**src/rtl/gfx_pkg.sv**
```systemverilog
// Shared graphics definitions for the display-SRAM pixel pipeline:
// screen geometry, coordinate widths and the line rasteriser state type.
package gfx_pkg;

    localparam int X_W      = 8;
    localparam int Y_W      = 7;
    localparam int LEN_W    = 8;
    localparam int SCREEN_W = 160;
    localparam int SCREEN_H = 120;

    // Internal coordinates are wide enough that a line may run off-screen without wrapping.
    localparam int C_W = 10;
    localparam int E_W = 11;

    typedef enum logic [1:0] {
        IDLE,
        SETUP,
        DRAW
    } line_state_t;

    typedef logic [X_W-1:0]        pix_x_t;
    typedef logic [Y_W-1:0]        pix_y_t;
    typedef logic signed [C_W-1:0] coord_t;
    typedef logic signed [E_W-1:0] err_t;

endpackage

```
**src/rtl/draw_line.sv**
```systemverilog
// Bresenham line rasteriser: one start_line pulse produces one pixel per clock,
// with off-screen points clipped by holding wr_valid low.
module draw_line #(
    parameter int SCREEN_W = gfx_pkg::SCREEN_W,
    parameter int SCREEN_H = gfx_pkg::SCREEN_H
) (
    input  logic                      clk,
    input  logic                      rst,
    input  logic [gfx_pkg::X_W-1:0]   start_x_pos,
    input  logic [gfx_pkg::Y_W-1:0]   start_y_pos,
    input  logic [gfx_pkg::LEN_W-1:0] x_length,
    input  logic [gfx_pkg::LEN_W-1:0] y_length,
    input  logic                      start_line,
    output logic                      wr_valid,
    output logic [gfx_pkg::X_W-1:0]   write_x_pos,
    output logic [gfx_pkg::Y_W-1:0]   write_y_pos,
    output logic                      running
);
    import gfx_pkg::*;

    localparam coord_t ONE_C   = coord_t'(1);
    localparam coord_t SCR_W_C = coord_t'(SCREEN_W);
    localparam coord_t SCR_H_C = coord_t'(SCREEN_H);

    line_state_t      state_q;
    coord_t           start_x_q, start_y_q;
    logic [LEN_W-1:0] x_len_q, y_len_q;
    err_t             dx_q, dy_q, err_q;
    logic             sx_neg_q, sy_neg_q;
    logic [LEN_W-1:0] rem_q;
    coord_t           cur_x_q, cur_y_q;
    logic             wr_valid_q, running_q;
    pix_x_t           write_x_q;
    pix_y_t           write_y_q;

    err_t             x_len_ext, y_len_ext, abs_x, abs_y;
    logic [LEN_W-1:0] rem_init;
    err_t             e2, err_d;
    logic             step_x, step_y;
    coord_t           cur_x_d, cur_y_d;

    function automatic logic on_screen(input coord_t x, input coord_t y);
        return !x[C_W-1] && (x < SCR_W_C) && !y[C_W-1] && (y < SCR_H_C);
    endfunction

    always_comb begin
        x_len_ext = {{(E_W-LEN_W){x_len_q[LEN_W-1]}}, x_len_q};
        y_len_ext = {{(E_W-LEN_W){y_len_q[LEN_W-1]}}, y_len_q};
        abs_x     = x_len_ext[E_W-1] ? -x_len_ext : x_len_ext;
        abs_y     = y_len_ext[E_W-1] ? -y_len_ext : y_len_ext;
        rem_init  = (abs_x > abs_y) ? abs_x[LEN_W-1:0] : abs_y[LEN_W-1:0];

        // Both step decisions use the pre-update error term.
        e2      = err_q <<< 1;
        step_x  = e2 > -dy_q;
        step_y  = e2 < dx_q;
        err_d   = err_q;
        cur_x_d = cur_x_q;
        cur_y_d = cur_y_q;
        if (step_x) begin
            err_d   = err_d - dy_q;
            cur_x_d = sx_neg_q ? cur_x_q - ONE_C : cur_x_q + ONE_C;
        end
        if (step_y) begin
            err_d   = err_d + dx_q;
            cur_y_d = sy_neg_q ? cur_y_q - ONE_C : cur_y_q + ONE_C;
        end
    end

    always_ff @(posedge clk or posedge rst) begin
        if (rst) begin
            state_q    <= IDLE;
            start_x_q  <= '0;
            start_y_q  <= '0;
            x_len_q    <= '0;
            y_len_q    <= '0;
            dx_q       <= '0;
            dy_q       <= '0;
            err_q      <= '0;
            sx_neg_q   <= 1'b0;
            sy_neg_q   <= 1'b0;
            rem_q      <= '0;
            cur_x_q    <= '0;
            cur_y_q    <= '0;
            wr_valid_q <= 1'b0;
            running_q  <= 1'b0;
            write_x_q  <= '0;
            write_y_q  <= '0;
        end else begin
            case (state_q)
                IDLE: begin
                    wr_valid_q <= 1'b0;
                    running_q  <= 1'b0;
                    if (start_line) begin
                        start_x_q <= coord_t'(start_x_pos);
                        start_y_q <= coord_t'(start_y_pos);
                        x_len_q   <= x_length;
                        y_len_q   <= y_length;
                        running_q <= 1'b1;
                        state_q   <= SETUP;
                    end
                end
                SETUP: begin
                    dx_q       <= abs_x;
                    dy_q       <= abs_y;
                    sx_neg_q   <= x_len_q[LEN_W-1];
                    sy_neg_q   <= y_len_q[LEN_W-1];
                    err_q      <= abs_x - abs_y;
                    rem_q      <= rem_init;
                    cur_x_q    <= start_x_q;
                    cur_y_q    <= start_y_q;
                    write_x_q  <= start_x_q[X_W-1:0];
                    write_y_q  <= start_y_q[Y_W-1:0];
                    wr_valid_q <= on_screen(start_x_q, start_y_q);
                    state_q    <= DRAW;
                end
                DRAW: begin
                    // The output registers always show the point of the current DRAW cycle.
                    if (rem_q == '0) begin
                        wr_valid_q <= 1'b0;
                        running_q  <= 1'b0;
                        state_q    <= IDLE;
                    end else begin
                        rem_q      <= rem_q - 1'b1;
                        err_q      <= err_d;
                        cur_x_q    <= cur_x_d;
                        cur_y_q    <= cur_y_d;
                        write_x_q  <= cur_x_d[X_W-1:0];
                        write_y_q  <= cur_y_d[Y_W-1:0];
                        wr_valid_q <= on_screen(cur_x_d, cur_y_d);
                    end
                end
                default: begin
                    wr_valid_q <= 1'b0;
                    running_q  <= 1'b0;
                    state_q    <= IDLE;
                end
            endcase
        end
    end

    assign wr_valid    = wr_valid_q;
    assign write_x_pos = write_x_q;
    assign write_y_pos = write_y_q;
    assign running     = running_q;

endmodule

```
**config.mk**
```make
export PLATFORM = sky130hd
export DESIGN_NAME = draw_line
export DESIGN_NICKNAME = d
export VERILOG_FILES = /design/src/rtl/gfx_pkg.sv /design/src/rtl/draw_line.sv
export SDC_FILE = /design/constraint.sdc
export NUM_CORES = 1
export LEC_CHECK = 0
export BUFFER_PORTS_ARGS = -buffer_cell sky130_fd_sc_hd__buf_2
export CORE_ASPECT_RATIO = 1.75
export CORE_MARGIN = 8
export CORE_UTILIZATION = 45
export CTS_CLUSTER_SIZE = 16
export DETAILED_ROUTE_END_ITERATION = 6
export GPL_TIMING_DRIVEN = 0
export PLACE_DENSITY = 0.66
export RECOVER_POWER = 25
export REMOVE_ABC_BUFFERS = 1
export SYNTH_ARGS = -nofsm -noshare
export SYNTH_HDL_FRONTEND = slang
export SYNTH_SLANG_ARGS = --single-unit
```
**constraint.sdc**
```tcl
create_clock -name clk -period 4.82 [get_ports clk]
set_clock_uncertainty 0.05 [all_clocks]
set_input_delay 0.482 -clock clk [delete_from_list [all_inputs] [get_ports clk]]
set_output_delay 0.482 -clock clk [all_outputs]
set_load 0.02 [all_outputs]
```
==> metrics.txt, run 1 <==
I/O Buffers=50; Yosys top cell by area=dfrtp_1; # diodes=0; WL/cell=17.9 um; via-per-instance ratio=5.77; vias in the first global route=6,329; Post-Syn Instances=803; fmax=206 MHz; Initial Util=45.5%; prevailing post-synth register cell=dfrtp_1; die area=0.0209 mm^2; Post-DRT Antenna Nets=0; clock sinks=97; Root Driver=clkbuf_16; share of the synthesized area in the top cell type=32.9%; Synth cell types=66; Slew Viols, Final=100; worst-path maximum fanout=5; final period utilization=101%; Crit. End Element=flip-flop; setup slack at placement=-1.04 ns; drt drc=0; mapped cell area=0.00737 mm^2; CTS tree=yes; register area share after synthesis=32.9%; first-pass GRT wire length=30,300 um; post-route cell area=0.00834 mm^2; Die Width=113 um; Fillers=1,495; Max Cap Violations=2; EDFF count, synth=0; first-pass iteration count of the detailed router=4; total grt overflow=0; failing checks=max-capacitance violations, max-slew violations, negative setup slack; Hold Slack=0.303 ns; Required @ worst endpoint=5.05 ns; Commonest cells post-synth=dfrtp_1 (97), ha_1 (73), nor2_1 (61); Final WS setup=-0.0365 ns; status=finished with violations; largest net degree at the start of global routing=62; dpl cell area=0.00775 mm^2; H-Tree Depth=3; RSZ-0062 raised after global routing=yes; crit path DAT=5.09 ns; total CTS buffers=9; Worst-Margin Slew=2.75 ns; Final Hold Violating Endpoints=0; slew margin rel.=-83.1%; Period minus WS final=4.86 ns; area delta synth->final=13.2%; Synth Area per Inst=9.18 um^2; HPWL Detailed=13,800 um; Initial DRC Count=251; num ports=51; yosys warns=0; Max clock buf depth=2; insertion delay to the later sink of the worst-skew pair=0.35 ns; min-delay worst type=input port to flip-flop; num rows=62; layout cells sized above 1=20.4%; Post-synth ARST share=100%; Synth area leaders=dfrtp_1 (33%), ha_1 (12%), mux2_2 (7.9%); final setup violation count=1; Core Util, Final=51.5%; most numerous cell in the Yosys netlist=dfrtp_1; antenna violations before repair=0; die height=185 um; clk slew on worst S/H paths=0.07 ns; synthesized flop and latch total=97; crit path kind=flip-flop to flip-flop; Final Net Count=956; core region area=0.0162 mm^2; total wire length=18,600 um; Placer Congestion=0.857; Hold Buf Count CTS=0; total number of vias=6,009; total track usage=18.2%; critical path launch point type=flip-flop
path summary, 6_finish.rpt:
path	start	end	slack [ns]	cells after the start
worst min register to register	dx_q[10]	dx_q[10]	0.44	2
worst min-delay path	y_length[1]	y_len_q[1]	0.30	2
max in group asynchronous	rst	cur_x_q[0]	0.84	3
min in group asynchronous	rst	y_len_q[2]	0.50	2
worst max register to register	dy_q[3]	err_q[9]	-0.04	19
worst max-delay path	dy_q[3]	err_q[9]	-0.04	19
critical path: stages (launching register included):
cell	delay (ns)
dfrtp_2	0.45
nor2_4	0.15
nand3_2	0.10
or3_4	0.42
nand2_2	0.10
ha_4	0.20
and4_4	0.18
o311a_1	0.11
o31a_1	0.33
o21a_4	0.25
mux2_4	0.34
ha_4	0.21
a21o_1	0.18
a221o_1	0.38
o211a_1	0.24
o21a_1	0.20
or3_4	0.33
a311o_1	0.31
nand4b_1	0.10
nor3b_2	0.16
cells in the final DEF (no fill, tap or decap), types with 25 or more instances in the layout:
cell type	n
buf_2	50
inv_1	55
nand2_1	50
o21ai_0	39
dfrtp_1	95
xor2_1	30
mux2_2	49
a21oi_1	58
ha_1	64
nor2_1	59
xnor2_1	25
through the flow:
step	TNS, ns	std cells
5_1_grt	-0.242	1041
2_1_floorplan	-0.249	763
6_report	-0.0365	1041
3_5_place_dp	-6.35	1010
4_1_cts	-0.330	1028
3_3_place_gp	-7.16	1005
flip-flops by register name (all words and copies together), names as in the netlist:
register / count
rem_q: 8
cur_y_q: 10
dx_q: 11
state_q: 2
x_len_q: 8
running: 1
sy_neg_q: 1
wr_valid: 1
cur_x_q: 10
start_x_q: 8
start_y_q: 7
err_q: 10
dy_q: 11
sx_neg_q: 1
y_len_q: 8
routing by layer:
layer | global-route usage, % | vias up | wire length [um]
met3 | 2.55 | 36 | 354
li1 | - | 2945 | -
met2 | 36.8 | 89 | 10600
met1 | 17.5 | 2939 | 7050
met4 | 8.25 | 0 | 569
met5 | 0 | - | 0
kinds of logic after synthesis:
logic type                 count (synthesis)  synth area share [%]
and+or+nand+nor                          206                  13.6
AOI/OAI and AO/OA                        199                  17.4
buffers and inverters                    103                  6.21
DFF                                       97                  32.9
adders and majority gates                 78                  13.7
muxes                                     63                  9.44
xor gates and xnor gates                  55                  6.54
other                                      2                 0.102
repair_timing:
| action | in CTS | in global routing |
|---|---|---|
| hold endpoints to repair | 0 | 0 |
| setup buffers | 2 | 13 |
| pin swaps | 2 | 16 |
| endpoints found under the setup margin | 19 | 23 |
| gates resized for setup | 10 | 31 |
final cells by class:
class / instances / area (um^2) / share of cell area (%)
Clock buffer: 13 / 240 / 2.88
Inverter: 59 / 223 / 2.67
Multi-Input combinational cell: 607 / 4680 / 56.1
Sequential cell: 97 / 2430 / 29.1
Clock inverter: 3 / 65.1 / 0.780
Timing Repair Buffer: 70 / 465 / 5.58
Tap cell: 192 / 240 / 2.88
Power of run 1 is left out: the tool's default activity adds up to more than one toggle a clock period on the data nets, which glitch-free logic cannot reach.
==> run 2: changes to the inputs <==
--- a/config.mk
+++ b/config.mk
@@ -12,9 +12,8 @@
 export CTS_CLUSTER_SIZE = 16
 export DETAILED_ROUTE_END_ITERATION = 6
 export GPL_TIMING_DRIVEN = 0
-export PLACE_DENSITY = 0.66
+export PLACE_DENSITY = 0.67
 export RECOVER_POWER = 25
-export REMOVE_ABC_BUFFERS = 1
 export SYNTH_ARGS = -nofsm -noshare
 export SYNTH_HDL_FRONTEND = slang
 export SYNTH_SLANG_ARGS = --single-unit
==> run 2 against run 1 <==
Net effect: global-route usage grew 2.5 points; register-to-register slack worse by 0.06 ns; sequential cell count did not move; hold slack lost 0.0087 ns; count of clock-buffer cells in the layout is 3 lower; highest routed layer unchanged; cell area is 1.5% higher; wire length increased by 13%; the flow still finishes with violations (max-capacitance violations, max-slew violations, negative setup slack).
==> metrics.txt, run 2 (same netlist as run 1, synthesis figures left out) <==
Worst R2R End=err_q[9]; commonest non-fill, non-tap cell in the layout=dfrtp_1; Worst-Margin Slew=3.04 ns (+0.290 ns); biggest regs=dx_q: 11 flops, dy_q: 11 flops; total wire length=21,100 um (+13%); Max Cap Violations=1 (-1); clock sinks=97 (unchanged); most frequent cells in the layout=dfrtp_1 (95), ha_1 (69), nor2_1 (58); H-Tree Depth=3 (unchanged); total CTS buffers=9 (unchanged); num ports=51 (unchanged); Final WS setup=-0.101 ns (-0.0649 ns); Required @ worst endpoint=5.05 ns (about the same); Core Util, Final=52.3% (+0.79 points); vias in the first global route=6,495 (+2.6%); Root Driver=clkbuf_16; setup slack at placement=-1.15 ns (-0.113 ns); crit path kind=flip-flop to flip-flop; Placed Cells=1,050 (+4.0%); total grt overflow=0 (unchanged); worst-path maximum fanout=6 (+1); Final Non-Filler Cells=1,082 (+3.9%); total track usage=20.7% (+2.5 points); fmax=203 MHz (-1.3%); CP Launch Point=dy_q[1]; min-delay worst type=input port to flip-flop; Final Hold Violating Endpoints=0 (unchanged); first-pass GRT wire length=33,700 um (+11%); HPWL Detailed=16,400 um (+19%); via-per-instance ratio=5.87 (+1.7%); R2R cell count=21 (+2); layout cells sized above 1=21.5% (+1.1 points); critical path launch point type=flip-flop; CTS tree=yes; reg2reg setup slack=-0.10 ns (-0.06 ns); insertion delay to the later sink of the worst-skew pair=0.36 ns (about the same); Max clock buf depth=2 (unchanged); core region area=0.0162 mm^2 (unchanged); final setup violation count=1 (unchanged); failing checks=max-capacitance violations, max-slew violations, negative setup slack; r2r startpoint=dy_q[1]; clk slew on worst S/H paths=0.08 ns (about the same); die area=0.0209 mm^2 (unchanged); total number of vias=6,352 (+5.7%); Period minus WS final=4.92 ns (+0.0649 ns); Placer Congestion=0.895 (+4.4%); Hold Buf Count CTS=0 (unchanged); crit path DAT=5.15 ns (+0.06 ns); status=finished with violations; antenna violations before repair=0 (unchanged); Initial Util=45.5% (unchanged); Post-DRT Antenna Nets=0 (unchanged); Final Net Count=997 (+4.3%); WL/cell=19.5 um (+9.1%); num rows=62 (unchanged); RSZ-0062 raised after global routing=yes; hold path cells=2 (unchanged); Slew Viols, Final=67 (-33%); # diodes=0 (unchanged); area delta synth->final=14.9%; Crit. End Element=flip-flop; die height=185 um (unchanged); drt drc=0 (unchanged); Initial DRC Count=265 (+5.6%); first-pass iteration count of the detailed router=4 (unchanged); slew margin rel.=-102% (-19 points); Setup crit end=err_q[9]; I/O Buffers=50 (unchanged); Die Width=113 um (unchanged); final period utilization=102% (+1.3 points); largest net degree at the start of global routing=67 (+8.1%)
-- run 2: layout make-up --
class                           instances  area [um^2]
Multi-Input combinational cell        607         4660
Clock buffer                           10          229
Inverter                               59          223
Buffer                                 44          254
Timing Repair Buffer                   67          387
Sequential cell                        97         2430
Tap cell                              192          240
Fill cell                            1492         7740
Clock inverter                          6         52.6
-- run 2: critical path: stages, from the launching register on --
cell and delay [ns]:
dfrtp_1 0.41, inv_2 0.11, ha_4 0.16, nand4_1 0.17, buf_6 0.18, nor3_4 0.11
xor2_1 0.09, ha_1 0.32, and4_4 0.23, o31a_1 0.20, o21a_1 0.16, buf_6 0.15
mux2_4 0.33, ha_4 0.23, and3_4 0.17, a221o_1 0.35, o211a_1 0.24, o21a_1 0.19
or3_4 0.33, a311o_1 0.39, nand4b_1 0.10, nor3b_2 0.16
-- run 2: what timing repair did --
action | CTS | global route
buffers inserted | 12 | 4
gates resized for setup | 28 | 13
gates cloned | 0 | 0
pin swaps | 20 | 16
setup endpoints to repair | 6 | 4
-- run 2: routing by layer --
layer,track usage (%),up-vias,wire (um)
li1,-,3040,-
met1,20.8,3084,7610
met2,39.4,157,11600
met3,2.29,71,603
met4,13.9,0,1260
met5,0,-,0
-- run 2: through the flow --
| step | instance area, um^2 | setup TNS (ns) | hold slack (ns) |
|---|---|---|---|
| floorplan | 7390 | 0 | 0.399 |
| global placement | 7880 | -3.23 | 0.418 |
| detailed placement | 7910 | -3.09 | 0.426 |
| CTS | 8400 | -0.0928 | 0.100 |
| global route | 8470 | -0.775 | 0.302 |
| finish | 8470 | -0.101 | 0.295 |
-- run 2: how the worst min path moves through the flow --
stage                     start          to  slack, ns
floorplan              dx_q[10]    dx_q[10]       0.40
global placement       dx_q[10]    dx_q[10]       0.42
detailed placement     dx_q[10]    dx_q[10]       0.43
CTS                         rst    dx_q[10]       0.10
global route        y_length[2]  y_len_q[2]       0.30
finish              x_length[0]  x_len_q[0]       0.29
Power of run 2 is left out for the same reason.
